===== src/rtl/controle_multiciclo_pkg.sv =====
// Shared definitions for the multi-cycle accumulator CPU control unit.
//  - opcode values of the 4-bit instruction set
//  - ALUOp encodings driven towards the ALU
//  - control FSM state encoding
//  - opcode classification helpers used by the FSM and the output decode
package controle_multiciclo_pkg;

  // Opcodes. 10..14 are unassigned and decode as illegal.
  localparam logic [3:0] OP_ADD = 4'd0;
  localparam logic [3:0] OP_SUB = 4'd1;
  localparam logic [3:0] OP_LDA = 4'd2;
  localparam logic [3:0] OP_STA = 4'd3;
  localparam logic [3:0] OP_LDB = 4'd4;
  localparam logic [3:0] OP_STB = 4'd5;
  localparam logic [3:0] OP_LDC = 4'd6;
  localparam logic [3:0] OP_JMP = 4'd7;
  localparam logic [3:0] OP_OR  = 4'd8;
  localparam logic [3:0] OP_AND = 4'd9;
  localparam logic [3:0] OP_HLT = 4'd15;

  // ALU function codes
  localparam logic [1:0] ALU_ADD = 2'b00;
  localparam logic [1:0] ALU_SUB = 2'b01;
  localparam logic [1:0] ALU_OR  = 2'b10;
  localparam logic [1:0] ALU_AND = 2'b11;

  typedef enum logic [2:0] {
    S_IDLE   = 3'd0,
    S_FETCH  = 3'd1,
    S_DECODE = 3'd2,
    S_EXEC   = 3'd3,
    S_MEM    = 3'd4,
    S_WB     = 3'd5,
    S_HALT   = 3'd6
  } state_t;

  // Memory loads into A or B
  function automatic logic is_load(input logic [3:0] op);
    return (op == OP_LDA) || (op == OP_LDB);
  endfunction

  // Memory stores from A or B
  function automatic logic is_store(input logic [3:0] op);
    return (op == OP_STA) || (op == OP_STB);
  endfunction

  // Register-immediate ALU operations writing back to A
  function automatic logic is_alu(input logic [3:0] op);
    return (op == OP_ADD) || (op == OP_SUB) || (op == OP_OR) || (op == OP_AND);
  endfunction

  // Every assigned opcode, HLT included
  function automatic logic is_legal(input logic [3:0] op);
    return (op <= OP_AND) || (op == OP_HLT);
  endfunction

  // ALU function for the EXEC step; address and LDC paths use plain add
  function automatic logic [1:0] alu_code(input logic [3:0] op);
    logic [1:0] c;
    case (op)
      OP_SUB:  c = ALU_SUB;
      OP_OR:   c = ALU_OR;
      OP_AND:  c = ALU_AND;
      default: c = ALU_ADD;
    endcase
    return c;
  endfunction

endpackage


===== src/rtl/controle_multiciclo.sv =====
// Multi-cycle control unit for the accumulator CPU (registers A/B).
// Sequences IDLE -> FETCH -> DECODE -> EXEC -> [MEM] -> [WB] over a single
// shared memory port using a req/ack handshake, with a watchdog on every
// memory request.
//
// Ports
//  clk, rst_n           clock, asynchronous active-low reset
//  run                  start level, looked at only in IDLE
//  instrucao            opcode field of the IR
//  zero                 A == 0 from the datapath (JMP condition)
//  mem_ack              memory completed the current request
//  mem_req, IorD        memory request and address select (0 PC, 1 imm/ALU)
//  MemRead, MemWrite    memory direction, valid with mem_req
//  IRWrite, PCWrite     IR / PC load strobes
//  PCSrc                0 PC+1, 1 immediate
//  ALUSrc, ALUOp        ALU operand select and function
//  RegWrite, RegDst     register write strobe, destination (0 A, 1 B)
//  MemtoReg             write-back from memory data
//  ill_op, bus_err      one-cycle error pulses
//  halted               high while halted
//
// Only the state and the timeout counter are registered; all outputs are
// decoded combinationally from the state and the current inputs, so an
// asynchronous reset drops every strobe immediately.
module controle_multiciclo
  import controle_multiciclo_pkg::*;
#(
  parameter int OPCODE_W    = 4,
  parameter int MEM_TIMEOUT = 16,
  parameter int ALUOP_W     = 2
) (
  input  logic                clk,
  input  logic                rst_n,
  input  logic                run,
  input  logic [OPCODE_W-1:0] instrucao,
  input  logic                zero,
  input  logic                mem_ack,
  output logic                mem_req,
  output logic                IorD,
  output logic                MemRead,
  output logic                MemWrite,
  output logic                IRWrite,
  output logic                PCWrite,
  output logic                PCSrc,
  output logic                ALUSrc,
  output logic [ALUOP_W-1:0]  ALUOp,
  output logic                RegWrite,
  output logic                RegDst,
  output logic                MemtoReg,
  output logic                ill_op,
  output logic                bus_err,
  output logic                halted
);

  localparam int CNT_W = $clog2(MEM_TIMEOUT);
  localparam logic [CNT_W-1:0] CNT_LAST = CNT_W'(MEM_TIMEOUT - 1);

  state_t           r_state;
  logic [CNT_W-1:0] r_cnt;

  logic [3:0] w_op;
  logic       w_in_range;
  logic       w_legal;
  logic       w_is_hlt;
  logic       w_mem_phase;
  logic       w_timeout;

  // Wider opcode fields carry encodings beyond 15, which are all illegal.
  assign w_op       = 4'(instrucao);
  assign w_in_range = (32'(instrucao) < 32'd16);
  assign w_legal    = w_in_range && is_legal(w_op);
  assign w_is_hlt   = w_in_range && (w_op == OP_HLT);

  assign w_mem_phase = (r_state == S_FETCH) || (r_state == S_MEM);

  // Last allowed unacknowledged cycle; an ack in this same cycle still wins.
  assign w_timeout = w_mem_phase && !mem_ack && (r_cnt == CNT_LAST);

  // State register and request watchdog. The counter is cleared on every
  // entry to FETCH/MEM and counts waiting cycles while the request is open.
  always_ff @(posedge clk or negedge rst_n) begin
    if (!rst_n) begin
      r_state <= S_IDLE;
      r_cnt   <= '0;
    end else begin
      case (r_state)
        S_IDLE: begin
          if (run) begin
            r_state <= S_FETCH;
            r_cnt   <= '0;
          end
        end
        S_FETCH: begin
          if (mem_ack)        r_state <= S_DECODE;
          else if (w_timeout) r_state <= S_HALT;
          else                r_cnt   <= r_cnt + CNT_W'(1);
        end
        S_DECODE: begin
          if (w_is_hlt) begin
            r_state <= S_HALT;
          end else if (!w_legal) begin
            // illegal opcode behaves as a NOP
            r_state <= S_FETCH;
            r_cnt   <= '0;
          end else begin
            r_state <= S_EXEC;
          end
        end
        S_EXEC: begin
          if (is_load(w_op) || is_store(w_op)) begin
            r_state <= S_MEM;
            r_cnt   <= '0;
          end else if (w_op == OP_JMP) begin
            r_state <= S_FETCH;
            r_cnt   <= '0;
          end else begin
            r_state <= S_WB;
          end
        end
        S_MEM: begin
          if (mem_ack) begin
            if (is_store(w_op)) begin
              r_state <= S_FETCH;
              r_cnt   <= '0;
            end else begin
              r_state <= S_WB;
            end
          end else if (w_timeout) begin
            r_state <= S_HALT;
          end else begin
            r_cnt <= r_cnt + CNT_W'(1);
          end
        end
        S_WB: begin
          r_state <= S_FETCH;
          r_cnt   <= '0;
        end
        S_HALT: r_state <= S_HALT;
        default: begin
          r_state <= S_IDLE;
          r_cnt   <= '0;
        end
      endcase
    end
  end

  // Output decode
  always_comb begin
    mem_req  = 1'b0;
    IorD     = 1'b0;
    MemRead  = 1'b0;
    MemWrite = 1'b0;
    IRWrite  = 1'b0;
    PCWrite  = 1'b0;
    PCSrc    = 1'b0;
    ALUSrc   = 1'b0;
    ALUOp    = '0;
    RegWrite = 1'b0;
    RegDst   = 1'b0;
    MemtoReg = 1'b0;
    ill_op   = 1'b0;
    bus_err  = 1'b0;
    halted   = 1'b0;
    case (r_state)
      S_FETCH: begin
        mem_req = 1'b1;
        MemRead = 1'b1;
        // IR and PC+1 are captured on the ack edge
        IRWrite = mem_ack;
        PCWrite = mem_ack;
        bus_err = w_timeout;
      end
      S_DECODE: begin
        ill_op = !w_legal;
      end
      S_EXEC: begin
        if (w_op == OP_JMP) begin
          PCWrite = zero;
          PCSrc   = 1'b1;
        end else begin
          ALUSrc = 1'b1;
          ALUOp  = ALUOP_W'(alu_code(w_op));
        end
      end
      S_MEM: begin
        mem_req  = 1'b1;
        IorD     = 1'b1;
        MemRead  = is_load(w_op);
        MemWrite = is_store(w_op);
        bus_err  = w_timeout;
      end
      S_WB: begin
        RegWrite = 1'b1;
        MemtoReg = is_load(w_op);
        RegDst   = (w_op == OP_LDB);
      end
      S_HALT: begin
        halted = 1'b1;
      end
      default: ;
    endcase
  end

endmodule


===== config.mk =====
export PLATFORM = sky130hd
export DESIGN_NAME = controle_multiciclo
export DESIGN_NICKNAME = d
export VERILOG_FILES = /design/src/rtl/controle_multiciclo_pkg.sv /design/src/rtl/controle_multiciclo.sv
export SDC_FILE = /design/constraint.sdc
export NUM_CORES = 1
export LEC_CHECK = 0
export CAP_MARGIN = 20
export CORE_UTILIZATION = 47
export CTS_BUF_LIST = sky130_fd_sc_hd__clkbuf_4 sky130_fd_sc_hd__clkbuf_8
export CTS_CLUSTER_SIZE = 12
export DETAILED_ROUTE_END_ITERATION = 16
export GPL_TIMING_DRIVEN = 0
export PLACE_DENSITY = 0.82
export SLEW_MARGIN = 10
export SYNTH_ARGS = -nofsm -noshare
export SYNTH_HDL_FRONTEND = slang
export SYNTH_SLANG_ARGS = --single-unit

===== constraint.sdc =====
create_clock -name clk -period 1.8 [get_ports clk]
set_input_delay 0.36 -clock clk [delete_from_list [all_inputs] [get_ports clk]]
set_output_delay 0.36 -clock clk [all_outputs]
set_load 0.02 [all_outputs]

-- Yosys cells after proc, flatten, opt, wreduce, memory -nomap -nowiden
Cells that the tools add are included.
W data, S select, Z words.
- add/sub/neg operators: 1
- $mul: 0
- divide/modulo/power cells: 0
- $lt $le $gt $ge: 1
- eq/ne operators: 22
- shifts and indexed selects: 0
- multiplexer cells: 40
- bitwise gates (word level): 1
- reductions and logical operators: 12
- operator list (cell ; number):
    $mux W4 ; 9
    $mux W3 ; 8
    $pmux W4 S6 ; 1
    $pmux W3 S7 ; 1
    $eq A4 B4 Y1 const B ; 4
    $mux W1 ; 15
    $eq A4 B3 Y1 const B ; 3
    $eq A3 B3 Y1 const B ; 3
    $eq A4 B2 Y1 const B ; 2
    $ne A2 B2 Y1 const B ; 4
    $reduce_and A7 Y1 ; 1
    $eq A3 B2 Y1 const B ; 2
    $mux W2 ; 3
    $pmux W2 S3 ; 1
    $logic_or A1 B1 Y1 ; 5
    $add A4 B1 Y4 const B ; 1
    $eq A4 B1 Y1 const B ; 1
    $le A4 B4 Y1 const B ; 1
    $pmux W1 S2 ; 2
    $eq A3 B1 Y1 const B ; 1
    $logic_not A3 Y1 ; 1
    $ne A3 B2 Y1 const B ; 1
    $ne A3 B3 Y1 const B ; 1
    $logic_and A1 B1 Y1 ; 2
    3 further kinds ; 4
- bits in registers: 7
- latch bits: 0
- memory bits (writable): 0
- ROM bits: 0
- bits of input ports: 9
- output and inout bits: 16
- logic and storage cells: 79
- memories: 0

-- Depth between registers and ports, before layout
Gate-level depths: netlist of the first run.
- depth after elaboration: 7
- depth in mapped cells: 6
- depth with buffers taken out: 5

-- Worst setup path after synthesis of the first run
Ideal clock, no wire load.
- path type: register to output
- start: reg r_state[2]
- end: out PCWrite
- arrival: 1.554 ns
- required time: 1.440 ns
- path slack: -0.114 ns
- cell stages (with the launch flop): 5
- path buffers: 1
- path through: dfrtp_1 > buf_6 > nand3b_1 > nor3_1 > a21o_1
- longest elaborated chain between the ends: 2
- elaborated cells between the ends (all ways): 3
- those cells by class: 2 x eq/ne; 1 x mux
- RTL lines (element ; line ; text):
    from (decl) ; controle_multiciclo.sv:58 ; state_t r_state;
    from (signal assigned) ; controle_multiciclo.sv:83 ; r_state <= S_IDLE;
    from (signal assigned) ; controle_multiciclo.sv:89 ; r_state <= S_FETCH;
    from (signal assigned) ; controle_multiciclo.sv:94 ; if (mem_ack) r_state <= S_DECODE;
    $eq A3 B2 Y1 / $eq A3 B1 Y1 (equally long branches) ; controle_multiciclo.sv:164 ; case (r_state)
    $pmux W1 S2 * ; controle_multiciclo.sv:164 ;
    to (decl) ; controle_multiciclo.sv:43 ; output logic PCWrite,
Mark *: on every way between the ends. The rest lies on a longest branch, timed or not.

-- Worst setup path after layout of the first run
- start: reg r_state[2]
- end: out bus_err
- longest elaborated chain between the ends: 5
- elaborated cells between the ends (all ways): 7
- those cells by class: 2 x eq/ne; 1 x mux; 4 x reduce/logical
- RTL lines (element ; line ; text):
    $eq A3 B1 Y1 / $eq A3 B3 Y1 (equally long branches) ; controle_multiciclo.sv:74, controle_multiciclo.sv:164 ;
    $logic_or A1 B1 Y1 ; controle_multiciclo.sv:74 ; assign w_mem_phase = (r_state == S_FETCH) || (r_state == S_MEM);
    $logic_and A1 B1 Y1 (2 in series) ; controle_multiciclo.sv:77 ; assign w_timeout = w_mem_phase && !mem_ack && (r_cnt == CNT_LAST);
    $mux W1 * ; controle_multiciclo.sv:164 ;
    to (decl) ; controle_multiciclo.sv:51 ; output logic bus_err,
Marks and branches as above.

==> results of run 1 <==
where the power goes:
part | switching, mW | total, mW | internal, mW
logic | 0.711 | 1.39 | 0.676
clock network | 0.0610 | 0.161 | 0.0998
registers | 0.0458 | 0.261 | 0.215
total | 0.817 | 1.81 | 0.991
through the flow:
step | utilization (%) | cells
floorplan | - | 87
global placement | 67.9 | 126
detailed placement | 67.9 | 126
CTS | 78.1 | 145
global route | 83.8 | 149
finish | 83.8 | 149
repair_timing:
action,in CTS,in global routing
buffers inserted,15,4
pin swaps,6,7
gates resized for setup,84,23
gates cloned,0,0
endpoints found under the setup margin,17,14
Yosys cell counts:
cell | number | share of area [%]
dfrtp_1 | 7 | 23
nor2_1 | 7 | 3.5
nand2b_1 | 6 | 5.0
a21oi_1 | 5 | 3.3
a31oi_1 | 5 | 4.1
and2_1 | 4 | 3.3
and3_1 | 4 | 3.3
nand2_1 | 4 | 2.0
nor3_1 | 4 | 2.6
nor2b_1 | 3 | 2.5
and3b_1 | 2 | 2.3
buf_2 | 2 | 1.3
buf_6 | 2 | 3.0
nand2b_2 | 2 | 2.3
nand3_1 | 2 | 1.3
nor4_1 | 2 | 1.7
o21ai_1 | 2 | 1.3
a21o_1 | 1 | 0.99
a21oi_2 | 1 | 1.2
a21oi_4 | 1 | 2.1
and4b_1 | 1 | 1.3
clkinv_2 | 1 | 0.66
ha_1 | 1 | 1.7
inv_1 | 1 | 0.50
mux2_4 | 1 | 2.0
mux2i_1 | 1 | 1.3
nand3b_1 | 1 | 0.99
nand3b_4 | 1 | 2.6
nor2_4 | 1 | 1.5
nor3b_1 | 1 | 0.99
nor3b_2 | 1 | 1.7
nor3b_4 | 1 | 2.5
o2111ai_1 | 1 | 1.2
o21a_1 | 1 | 0.99
o21ai_0 | 1 | 0.66
o221ai_1 | 1 | 1.2
o2bb2ai_4 | 1 | 3.6
o31a_1 | 1 | 1.2
o31ai_1 | 1 | 0.99
o32ai_1 | 1 | 1.2
xnor2_1 | 1 | 1.2
state kept, by name (all words and copies together) (netlist names):
register  cells
r_cnt         4
r_state       3
cell families (layout without fill, tap and decap cells):
logic type	Yosys count	count (layout)	share of synthesized area (%)
simple gates	47	47	41.3
compound gates	23	23	24.0
flops	7	7	23.1
buf+inv	6	52	5.45
mux	2	2	3.31
fa+ha+maj	1	1	1.65
xor+xnor	1	1	1.16
area by class of cell:
cell class	instances	area [um2]	area share, %
Sequential cell	7	179	14.2
Tap cell	16	20.0	1.59
Inverter	2	8.76	0.694
Clock buffer	4	30.0	2.38
Timing Repair Buffer	42	338	26.8
Buffer	4	35.0	2.78
Multi-Input combinational cell	74	652	51.6
worst max-delay path, stage by stage, from the launching register on:
cell and delay [ns]:
dfrtp_2 0.41, buf_6 0.13, nand2b_4 0.15, a21oi_4 0.14, nor3b_4 0.24, buf_6 0.15
final timing paths:
check	startpoint	endpoint	slack (ns)	cells after the start
hold / removal	rst_n	r_cnt[1]	0.37	1
min in group clk	r_cnt[1]	r_cnt[1]	0.56	2
hold reg to reg	r_cnt[1]	r_cnt[1]	0.56	2
setup reg to reg	r_state[2]	r_cnt[0]	0.03	7
setup / recovery	r_state[2]	bus_err	-0.05	5
max in group asynchronous	rst_n	r_state[1]	1.15	1
metal layers:
layer	GRT usage, %	share of wire [%]
met1	37.1	43
met2	47.2	53
met3	6.47	4.6
met4	5.63	0.34
met5	0	0
==> results.py, run 1 <==
metrics = {
    "finish": {
        "layout_common_cells": "buf_4 (20), buf_6 (9), buf_2 (9)",
        "layout-drive-gt1-share_pct": 54.1,
        "nNetsFinal": 144,
        "nFillCells": 87,
        "layout_commonest_cell": "buf_4",
        "final_cell_area_mm2": 0.00126,
        "syn2layout_area_growth_pct": 66.8,
        "diodes": 0,
    },
    "place": {
        "place_ws_ns": -0.701,
        "portBuffers": 23,
        "placed_area_mm2": 0.00102,
        "hpwl_mm": 1.43,
        "gp_congestion": 0.801,
    },
    "timing": {
        "fin_crit_sh_pct": 103,
        "whs_ns": 0.371,
        "rsz0062_at_grt": "yes",
        "slew_headroom_pct": 75.4,
        "skew_ns": 0.00577,
        "tns_ns": -0.107,
        "fmax_ghz": 0.542,
        "tightest_slew_ns": 0.369,
        "fin_ws_ns": -0.0452,
        "setup_viol": 5,
        "fin_crit_ns": 1.85,
        "hold_viol": 0,
        "drv_slew": 0,
    },
    "setup_path": {
        "cp_data_required_time_ns": 1.44,
        "critical_path_class": "reg -> out",
        "end_kind": "primary output",
        "start_kind": "flip-flop",
        "crit_fanout": 3,
        "cp.arrival_ns": 1.49,
    },
    "yosys": {
        "ys_seq_area_share_pct": 23.1,
        "ys_ff_latch": 7,
        "yosysWarnings": 0,
        "syn_area_per_cell_um2": 8.70,
        "synth_cell_type_count": 41,
        "syn-cell-area_um2": 757,
        "syn_inst": 87,
        "syn_nets": 97,
    },
    "pwr": {
        "total_power_mw": 1.81,
        "power_leakage_nw": 0.588,
        "p_per_area_mw_per_mm2": 1430,
        "worst_ir_drop_vdd_mv": 0.957,
    },
    "clock_network": {
        "cts.path.max_buffers": 2,
        "clk_pin_slew_worst_paths_ns": 0.05,
        "cts_buffers": 3,
        "hold_buffers": 0,
        "cts.sinks": 7,
        "cts-root-buf": "clkbuf_4",
        "tritoncts": "done",
        "clk_latency_ns": 0.26,
        "ctsHtreeMaxLevel": 1,
    },
    "floorplanning": {
        "die_w_um": 42.1,
        "core_mm2": 0.00151,
        "initial_core_util_pct": 50.2,
        "die_area_mm2": 0.00177,
        "io_pins": 25,
        "num_rows": 14,
        "die_h_um": 42.1,
    },
    "grt": {
        "antenna_found_initial": 0,
        "track_usage_pct": 28.1,
        "grt_max_degree": 11,
        "grt_pass1_vias": 807,
        "grt_overflow": 0,
        "grt_pass1_wl_mm": 3.74,
    },
    "min_path": {
        "hold_class": "in -> async",
    },
    "drt": {
        "drtAntennaViolNets": 0,
        "wl_per_cell_um": 17.5,
        "drcViolationCount": 0,
        "dr_total_vias": 888,
        "viasPerCell": 5.96,
        "routed_wl_mm": 2.61,
        "firstDrtPassIters": 4,
        "drt_first_iter_violations": 21,
    },
    "job": {
        "maxCapViolCount": 0,
    },
    "run_status": {
        "outcome": "finished with violations",
        "violations": "setup timing",
    },
}
Power figures use the tool's default switching activity.
==> run 2: changes to the inputs <==
- SLEW_MARGIN: 10 -> default
==> results of run 2 <==
The final DEF is identical to that of run 1; final timing and power are the same.
